==> src/rtl/loader_pkg.sv <==
// loader_pkg: shared definitions for the program loader.
//   - state_t      : loader FSM states
//   - SOF_DEFAULT  : default start-of-frame byte
//   - MAX_*_DEFAULT: default instruction/data memory depths
//   - INSTR_AW / DATA_AW : instruction/data address widths
//   - ck_fold      : running XOR checksum step
package loader_pkg;

  typedef enum logic [2:0] {
    ST_IDLE   = 3'd0,
    ST_ICOUNT = 3'd1,
    ST_IDATA  = 3'd2,
    ST_DCOUNT = 3'd3,
    ST_DDATA  = 3'd4,
    ST_CHECK  = 3'd5,
    ST_RUN    = 3'd6,
    ST_ERROR  = 3'd7
  } state_t;

  localparam logic [7:0] SOF_DEFAULT       = 8'hA5;
  localparam int         MAX_INSTR_DEFAULT = 32;
  localparam int         MAX_DATA_DEFAULT  = 16;
  localparam int         INSTR_AW          = 5;
  localparam int         DATA_AW           = 4;

  // One step of the frame checksum: XOR the accepted byte into the accumulator.
  function automatic logic [7:0] ck_fold(input logic [7:0] acc, input logic [7:0] b);
    return acc ^ b;
  endfunction

endpackage

==> src/rtl/program_loader.sv <==
// program_loader: receives a framed byte stream (SOF, NI, instr bytes, ND,
// data bytes, CK) and writes it into the CPU through its load port, keeping
// the CPU in reset until a frame's checksum verifies.
// Ports:
//   clk, reset           : clock, asynchronous active-high reset
//   rx_data/valid/ready  : byte input handshake (transfer on valid && ready)
//   cpu_input            : byte written to the CPU
//   load_address         : CPU memory address (data uses {1'b0, idx[3:0]})
//   load                 : one-cycle write strobe
//   is_instruction       : 1 = instruction memory, 0 = data memory
//   cpu_reset            : CPU reset, low only in RUN
//   done / error         : status levels for RUN / ERROR
module program_loader
  import loader_pkg::*;
#(
  parameter logic [7:0] SOF       = SOF_DEFAULT,
  parameter int         MAX_INSTR = MAX_INSTR_DEFAULT,
  parameter int         MAX_DATA  = MAX_DATA_DEFAULT
) (
  input  logic                clk,
  input  logic                reset,
  input  logic [7:0]          rx_data,
  input  logic                rx_valid,
  output logic                rx_ready,
  output logic [7:0]          cpu_input,
  output logic [INSTR_AW-1:0] load_address,
  output logic                load,
  output logic                is_instruction,
  output logic                cpu_reset,
  output logic                done,
  output logic                error
);

  localparam logic [7:0] MAX_INSTR_B = 8'(MAX_INSTR);
  localparam logic [7:0] MAX_DATA_B  = 8'(MAX_DATA);

  state_t              state_r, state_s;
  logic [INSTR_AW-1:0] idx_r, idx_s;
  logic [INSTR_AW-1:0] last_r, last_s;   // terminal index (count - 1)
  logic [7:0]          ck_r, ck_s;
  logic                load_r, load_s;
  logic [7:0]          din_r, din_s;
  logic [INSTR_AW-1:0] addr_r, addr_s;
  logic                instr_r, instr_s;
  logic                cpu_reset_r, done_r, error_r;
  logic                accept_s;

  // Ready drops for the cycle after every write, which paces payload bytes.
  assign rx_ready = !reset && !load_r;
  assign accept_s = rx_valid && rx_ready;

  assign cpu_input      = din_r;
  assign load_address   = addr_r;
  assign load           = load_r;
  assign is_instruction = instr_r;
  assign cpu_reset      = cpu_reset_r;
  assign done           = done_r;
  assign error          = error_r;

  // Next-state, counter, checksum and load-port values for the accepted byte.
  always_comb begin
    state_s = state_r;
    idx_s   = idx_r;
    last_s  = last_r;
    ck_s    = ck_r;
    load_s  = 1'b0;
    din_s   = din_r;
    addr_s  = addr_r;
    instr_s = instr_r;
    if (accept_s) begin
      case (state_r)
        ST_IDLE, ST_RUN, ST_ERROR: begin
          if (rx_data == SOF) begin
            state_s = ST_ICOUNT;
            ck_s    = 8'h00;
          end else begin
            state_s = state_r;
          end
        end
        ST_ICOUNT: begin
          ck_s = ck_fold(ck_r, rx_data);
          if ((rx_data == 8'h00) || (rx_data > MAX_INSTR_B)) begin
            state_s = ST_ERROR;
          end else begin
            state_s = ST_IDATA;
            idx_s   = '0;
            // 32 truncates to 0; minus one gives 31, the correct last index.
            last_s  = rx_data[INSTR_AW-1:0] - 5'd1;
          end
        end
        ST_IDATA: begin
          ck_s    = ck_fold(ck_r, rx_data);
          load_s  = 1'b1;
          din_s   = rx_data;
          addr_s  = idx_r;
          instr_s = 1'b1;
          if (idx_r == last_r) begin
            state_s = ST_DCOUNT;
          end else begin
            idx_s = idx_r + 5'd1;
          end
        end
        ST_DCOUNT: begin
          ck_s = ck_fold(ck_r, rx_data);
          if (rx_data > MAX_DATA_B) begin
            state_s = ST_ERROR;
          end else if (rx_data == 8'h00) begin
            state_s = ST_CHECK;
          end else begin
            state_s = ST_DDATA;
            idx_s   = '0;
            last_s  = rx_data[INSTR_AW-1:0] - 5'd1;
          end
        end
        ST_DDATA: begin
          ck_s    = ck_fold(ck_r, rx_data);
          load_s  = 1'b1;
          din_s   = rx_data;
          addr_s  = {1'b0, idx_r[DATA_AW-1:0]};
          instr_s = 1'b0;
          if (idx_r == last_r) begin
            state_s = ST_CHECK;
          end else begin
            idx_s = idx_r + 5'd1;
          end
        end
        ST_CHECK: begin
          // CK itself is compared, never folded into the accumulator.
          if (rx_data == ck_r) begin
            state_s = ST_RUN;
          end else begin
            state_s = ST_ERROR;
          end
        end
        default: begin
          state_s = ST_IDLE;
        end
      endcase
    end else begin
      state_s = state_r;
    end
  end

  // State, counters and the registered CPU load port / status outputs.
  always_ff @(posedge clk or posedge reset) begin
    if (reset) begin
      state_r     <= ST_IDLE;
      idx_r       <= '0;
      last_r      <= '0;
      ck_r        <= 8'h00;
      load_r      <= 1'b0;
      din_r       <= 8'h00;
      addr_r      <= '0;
      instr_r     <= 1'b0;
      cpu_reset_r <= 1'b1;
      done_r      <= 1'b0;
      error_r     <= 1'b0;
    end else begin
      state_r     <= state_s;
      idx_r       <= idx_s;
      last_r      <= last_s;
      ck_r        <= ck_s;
      load_r      <= load_s;
      din_r       <= din_s;
      addr_r      <= addr_s;
      instr_r     <= instr_s;
      // Status follows the next state so CPU release lands on the CK edge.
      cpu_reset_r <= (state_s != ST_RUN);
      done_r      <= (state_s == ST_RUN);
      error_r     <= (state_s == ST_ERROR);
    end
  end

endmodule
==> config.mk <==
export PLATFORM = sky130hd
export DESIGN_NAME = program_loader
export DESIGN_NICKNAME = d
export VERILOG_FILES = /design/src/rtl/loader_pkg.sv /design/src/rtl/program_loader.sv
export SDC_FILE = /design/constraint.sdc
export NUM_CORES = 1
export LEC_CHECK = 0
export BUFFER_PORTS_ARGS = -buffer_cell sky130_fd_sc_hd__buf_4
export CAP_MARGIN = 20
export CORE_MARGIN = 4
export CORE_UTILIZATION = 55
export CTS_CLUSTER_DIAMETER = 40
export DETAILED_ROUTE_END_ITERATION = 12
export PLACE_DENSITY = 0.85
export REMOVE_ABC_BUFFERS = 1
export SLEW_MARGIN = 10
export SYNTH_ARGS = -nofsm -noshare
export SYNTH_HDL_FRONTEND = slang
export SYNTH_SLANG_ARGS = --single-unit
==> constraint.sdc <==
create_clock -name clk -period 2.2 [get_ports clk]
set_clock_uncertainty 0.05 [all_clocks]
set_input_delay 0.33 -clock clk [delete_from_list [all_inputs] [get_ports clk]]
set_output_delay 0.33 -clock clk [all_outputs]
set_load 0.05 [all_outputs]
==> qor.yml, run 1 <==
place_inst: 295
wl_met3_um: 176
status: "finished, final reports clean"
drc: 0
synth_top_area_share_pct: 45.5
dr.pass1.iters: 4
worst_slew_pin_slew_ns: 0.584
ant_nets: 0
wl_per_cell_um: 15.1
slew_headroom_pct: 60.8
rsz0062_at_grt: "no"
finalSetupViolations: 0
wl_met2_um: 2250
cts.repair.resized: 0
antenna_cells: 0
synth.ff_latch_count: 39
vias: 1702
yosys_warnings: 0
drive_gt1_share_pct: 21.2
startpoint_type: "flip-flop"
fmax_mhz: 519
setup_ws_ns: 0.272
die_w_um: 69.6
min_period_over_period_pct: 87.6
criticalPathCategory: "reg2reg"
critical-path-max-stage-delay_ns: 0.54
reg2reg_from: "state_r[1]"
wl_met1_um: 2040
hold_viol_final: 0
r2r_end: "done"
whs_ns: 0.124
cp.depth: 5
ir_worst_vdd_v: 0.000774
tritoncts: "done"
synth_commonest_cells: "42 x nand2_1, 38 x dfrtp_1, 18 x o21ai_1"
synth_enable_flop_cells: 0
crit_family: "simple AND/OR/NAND/NOR gates"
viasPerCell: 5.62
htree_levels: 2
grt_pass1_wl_um: 7670
critPathCaptureType: "flip-flop"
gr-usage-all-layers_pct: 19.7
wl_um: 4590
clockRootBuffer: "clkbuf_8"
clockBufferDepth: 2
syn_inst: 223
grt-ovfl-total: 0
cp_data_arrival_time_ns: 2.06
yosysMostFrequentCell: "nand2_1"
postCtsSetupBuffers: 0
area_delta_synth_final_pct: 17.0
combPwrFrac_pct: 49.0
power.internal_mw: 1.84
stdcell_count: 303
hold_buffers: 0
avgSynthCellArea_um2: 9.37
hold_class: "in2async"
clkTransAtPathRegs_ns: 0.08
synth-async-reset-ratio_pct: 100
cts_sinks: 39
dp_slack_ns: -0.0219
synthesis.area_mm2: 0.00209
power.switching_mw: 1.57
final_nets: 268
seq_area_frac_synth_pct: 46.8
hpwl_um: 3330
crit_buf_inv: 0
reg2reg_slack_ns: 0.27
crit_chain: "xnor2_1 -> nor2_1 -> nand4_1 -> a21bo_1 -> and4_1"
cp.required_ns: 2.33
rows: 22
finalMaxSlewViolations: 0
io_buffer_count: 29
grt_max_degree: 40
p_seq_share_pct: 37.3
fin_crit_ns: 1.93
post-route-util_pct: 66.8
ios: 30
place_congestion: 0.859
clockPowerShare_pct: 13.7
path_max_fanout: 10
drv_cap: 0
antenna_found_initial: 0
start_util_pct: 57.1
synth-main-ff-cell: "dfrtp_1"
p_sw_share_pct: 46.0
top_layer: "met4"
synth.distinct_cells: 48
crit_path_top_delay_cell: "dfrtp_1"
drtIter0Drc: 117
fillers: 307
die-area_mm2: 0.00485
clk_latency_ns: 0.29
core_mm2: 0.00366
first_global_vias: 1669
dieHeight_um: 69.6
synthTopCellsByArea: "dfrtp_1 46%, nand2_1 7.5%, xnor2_1 5.4%"
p_per_area_mw_per_mm2: 1390
r2r.worst_path.cells: 5
leakagePower_nw: 1.16
synth.largest_area_cell: "dfrtp_1"
cts-buffers-inserted: 5
routing by layer:
layer,GRT usage (%),vias to the layer above
met4,10.6,0
met1,25.9,828
li1,-,827
met3,3.04,12
met5,0,-
met2,31.1,35
layout by cell type (no fill, tap or decap), types with 2 or more instances in the layout:
cell / Yosys / routed
a21oi_1: 6 / 6
a41oi_1: 6 / 6
and2_1: 3 / 3
and3_1: 3 / 3
buf_4: 0 / 37
clkbuf_8: 0 / 5
clkinv_2: 0 / 3
dfrtp_1: 38 / 38
ha_1: 3 / 3
inv_1: 8 / 8
mux2_4: 2 / 2
mux2i_1: 2 / 2
nand2_1: 42 / 42
nand3_1: 3 / 3
nand4_1: 4 / 4
nor2_1: 16 / 16
nor3_1: 5 / 5
nor3b_1: 3 / 3
o21ai_0: 5 / 5
o21ai_1: 18 / 18
or3_1: 2 / 2
xnor2_1: 13 / 13
xor2_1: 4 / 4
sequential cells by signal, indices dropped and copies added (netlist names):
name,flops
load_address,5
is_instruction,1
done,1
ck_r,8
last_r,5
error,1
load,1
cpu_input,8
state_r,3
cpu_reset,1
idx_r,5
tightest hold or removal path, stage by stage:
cell and delay, ns:
buf_4 0.12, inv_1 0.05, buf_4 0.42
final cells by class:
type                    instances  area (um2)  share of cell area [%]
flip-flops and latches         39         977                    40.0
repair buffers                 37         278                    11.4
clock buffers                   5        68.8                    2.81
multi-input cells             162        1010                    41.4
inverters                       9        33.8                    1.38
well taps                      48        60.1                    2.46
clock inverters                 3        15.0                   0.614
metrics by stage:
stage / power [mW] / area (um2) / TNS, ns
2_1_floorplan: 2.43 / 2020 / 0
3_3_place_gp: 2.90 / 2360 / 0
3_5_place_dp: 2.95 / 2360 / -0.0387
4_1_cts: 3.41 / 2440 / 0
5_1_grt: 3.64 / 2440 / 0
6_report: 3.41 / 2440 / 0
power groups by stage:
| stage | clock network (mW) | logic (mW) | registers, mW |
|---|---|---|---|
| after floorplan | 0 | 0.752 | 1.68 |
| after global placement | 0 | 1.63 | 1.27 |
| after detailed placement | 0 | 1.67 | 1.28 |
| after CTS | 0.472 | 1.67 | 1.27 |
| after global routing | 0.500 | 1.82 | 1.32 |
| final | 0.467 | 1.67 | 1.27 |
worst max path at each step:
stage	startpoint	endpoint
2_1_floorplan	load	idx_r[0]
3_3_place_gp	rx_data[1]	last_r[4]
3_5_place_dp	rx_data[1]	last_r[0]
4_1_cts	load	ck_r[5]
5_1_grt	state_r[1]	done
6_report	state_r[1]	done
cell families after synthesis:
logic type / Yosys count / synth area share, %
AO/OA/AOI/OAI: 46 / 15.0
XOR/XNOR: 17 / 7.13
adder cells (fa/ha/maj): 3 / 1.80
buffers and inverters: 22 / 5.03
flip-flops: 39 / 46.8
multiplexers: 4 / 2.40
AND/OR/NAND/NOR: 92 / 21.9
(Power assumes the default switching activity.)
==> run 2, diff against run 1 <==
BUFFER_PORTS_ARGS = -buffer_cell sky130_fd_sc_hd__buf_2   (was -buffer_cell sky130_fd_sc_hd__buf_4)
CAP_MARGIN = 15   (was 20)
CORE_UTILIZATION = 43   (was 55)
PLACE_DENSITY = 0.71   (was 0.85)
==> qor.yml, run 2 (synthesis gave the netlist of run 1 again) <==
die-area_mm2: 0.00604  # was 0.00485 mm2
drtIter0Drc: 112  # was 117
drive_gt1_share_pct: 21.7  # was 21.2%
worst_slew_pin_slew_ns: 0.590  # was 0.584 ns
io_buffer_count: 29  # unchanged
wl_per_cell_um: 13.2  # was 15.1 um
die_w_um: 77.7  # was 69.6 um
post-route-util_pct: 51.3  # was 66.8%
drc: 0  # unchanged
clockRootBuffer: "clkbuf_8"  # unchanged
critPathCaptureType: "flip-flop"  # unchanged
hold_viol_final: 0  # unchanged
area_delta_synth_final_pct: 16.0  # was 17.0%
hold_class: "in2async"  # unchanged
hold_buffers: 0  # unchanged
htree_levels: 2  # unchanged
regArea_um2: 977  # unchanged
cp.required_ns: 2.33  # about the same
stdcell_count: 325  # was 303
ant_nets: 0  # unchanged
finalMaxSlewViolations: 0  # unchanged
ios: 30  # unchanged
vias: 1660  # was 1702
drv_cap: 0  # unchanged
most-common-layout-cells: "42 x nand2_1, 38 x dfrtp_1, 29 x buf_2"  # was 42 x nand2_1, 38 x dfrtp_1, 37 x buf_4
status: "finished, final reports clean"  # unchanged
dr.pass1.iters: 4  # unchanged
fillers: 471  # was 307
power_mw: 3.30  # was 3.41 mW
core_mm2: 0.00472  # was 0.00366 mm2
cts-buffers-inserted: 5  # unchanged
wl_um: 4290  # was 4590 um
antenna_found_initial: 0  # unchanged
p_per_area_mw_per_mm2: 1360  # was 1390 mW/mm2
path_max_fanout: 4  # was 10
final_common_cell: "nand2_1"  # unchanged
cts.repair.resized: 0  # unchanged
tritoncts: "done"  # unchanged
hpwl_um: 3170  # was 3330 um
ir_worst_vdd_v: 0.000705  # was 0.000774 V
cts_sinks: 39  # unchanged
fin_tns_setup_ns: 0  # unchanged
dieHeight_um: 77.7  # was 69.6 um
multi_input_area_mm2: 0.00101  # about the same
startpoint_type: "flip-flop"  # unchanged
start_util_pct: 44.2  # was 57.1%
place_inst: 318  # was 295
grt-ovfl-total: 0  # unchanged
final_nets: 272  # was 268
cp_data_arrival_time_ns: 2.11  # was 2.06 ns
grt_max_degree: 40  # unchanged
fin_crit_ns: 1.98  # was 1.93 ns
fmax_mhz: 506  # was 519 MHz
clkTransAtPathRegs_ns: 0.07  # was 0.08 ns
min_period_over_period_pct: 89.9  # was 87.6%
rows: 25  # was 22
rsz0062_at_grt: "no"  # unchanged
viasPerCell: 5.11  # was 5.62
slew_headroom_pct: 60.4  # was 60.8%
place_congestion: 0.888  # was 0.859
grt_pass1_wl_um: 7630  # was 7670 um
clockBufferDepth: 2  # unchanged
clk_latency_ns: 0.29  # about the same
first_global_vias: 1627  # was 1669
antenna_cells: 0  # unchanged
gr-usage-all-layers_pct: 15.7  # was 19.7%
leakagePower_nw: 1.16  # about the same
finalSetupViolations: 0  # unchanged
postCtsSetupBuffers: 0  # unchanged
criticalPathCategory: "reg2reg"  # unchanged
==> run 2: cell types whose count changed in the layout (fill, tap and decap cells not counted), sizes merged <==
cell / previous run / this run
clkinv: 3 / 1
buf: 37 / 41
clkbuf: 5 / 6
==> run 2: worst paths after layout <==
kind                                 startpoint  slack (ns)               to  cells past startpoint
worst max-delay path                       load        0.22             done                      5
worst min-delay path                      reset        0.13             load                      3
worst max register to register             load        0.22             done                      5
worst min register to register  load_address[3]        0.42  load_address[3]                      2
max in group asynchronous                 reset        1.62        cpu_reset                      3
min in group clk                     rx_data[7]        0.29     cpu_input[7]                      3
==> run 2: worst max-delay path: stages, from the launching register on <==
cell	delay, ns
dfrtp_1	0.40
or3b_1	0.43
a211oi_1	0.35
buf_4	0.18
a21bo_1	0.24
and4_1	0.20
==> run 2: final cells by class <==
type                       count  share of cell area [%]
multi-input combinational    162                    41.5
clock inverter                 1                   0.206
tap                           67                    3.46
clock buffer                   6                    3.41
timing repair buffer          41                    9.70
sequential                    39                    40.3
inverter                       9                    1.39
==> run 2: through the flow <==
| stage | worst slack (ns) | hold slack [ns] | cell area (um2) |
|---|---|---|---|
| 6_report | 0.223 | 0.131 | 2420 |
| 5_1_grt | 0.126 | 0.169 | 2420 |
| 4_1_cts | 0.224 | 0.142 | 2420 |
| 3_5_place_dp | 0.0386 | 0.407 | 2340 |
| 3_3_place_gp | 0.109 | 0.403 | 2340 |
| 2_1_floorplan | 0.143 | 0.385 | 2020 |
==> run 2: layer usage <==
metal / vias up / GRT usage, % / wire length, um / share of wire (%)
li1: 836 / - / - / -
met1: 780 / 20.9 / 2030 / 47
met2: 38 / 24.9 / 2000 / 47
met3: 6 / 4.06 / 206 / 4.8
met4: 0 / 4.98 / 51 / 1.2
met5: - / 0 / 0 / 0
==> run 2: power by group <==
| group | total [mW] | switching [mW] | internal, mW | leakage [nW] |
|---|---|---|---|---|
| clock network | 0.482 | 0.236 | 0.246 | 0.0470 |
| logic | 1.56 | 1.03 | 0.534 | 0.621 |
| registers | 1.26 | 0.242 | 1.01 | 0.493 |
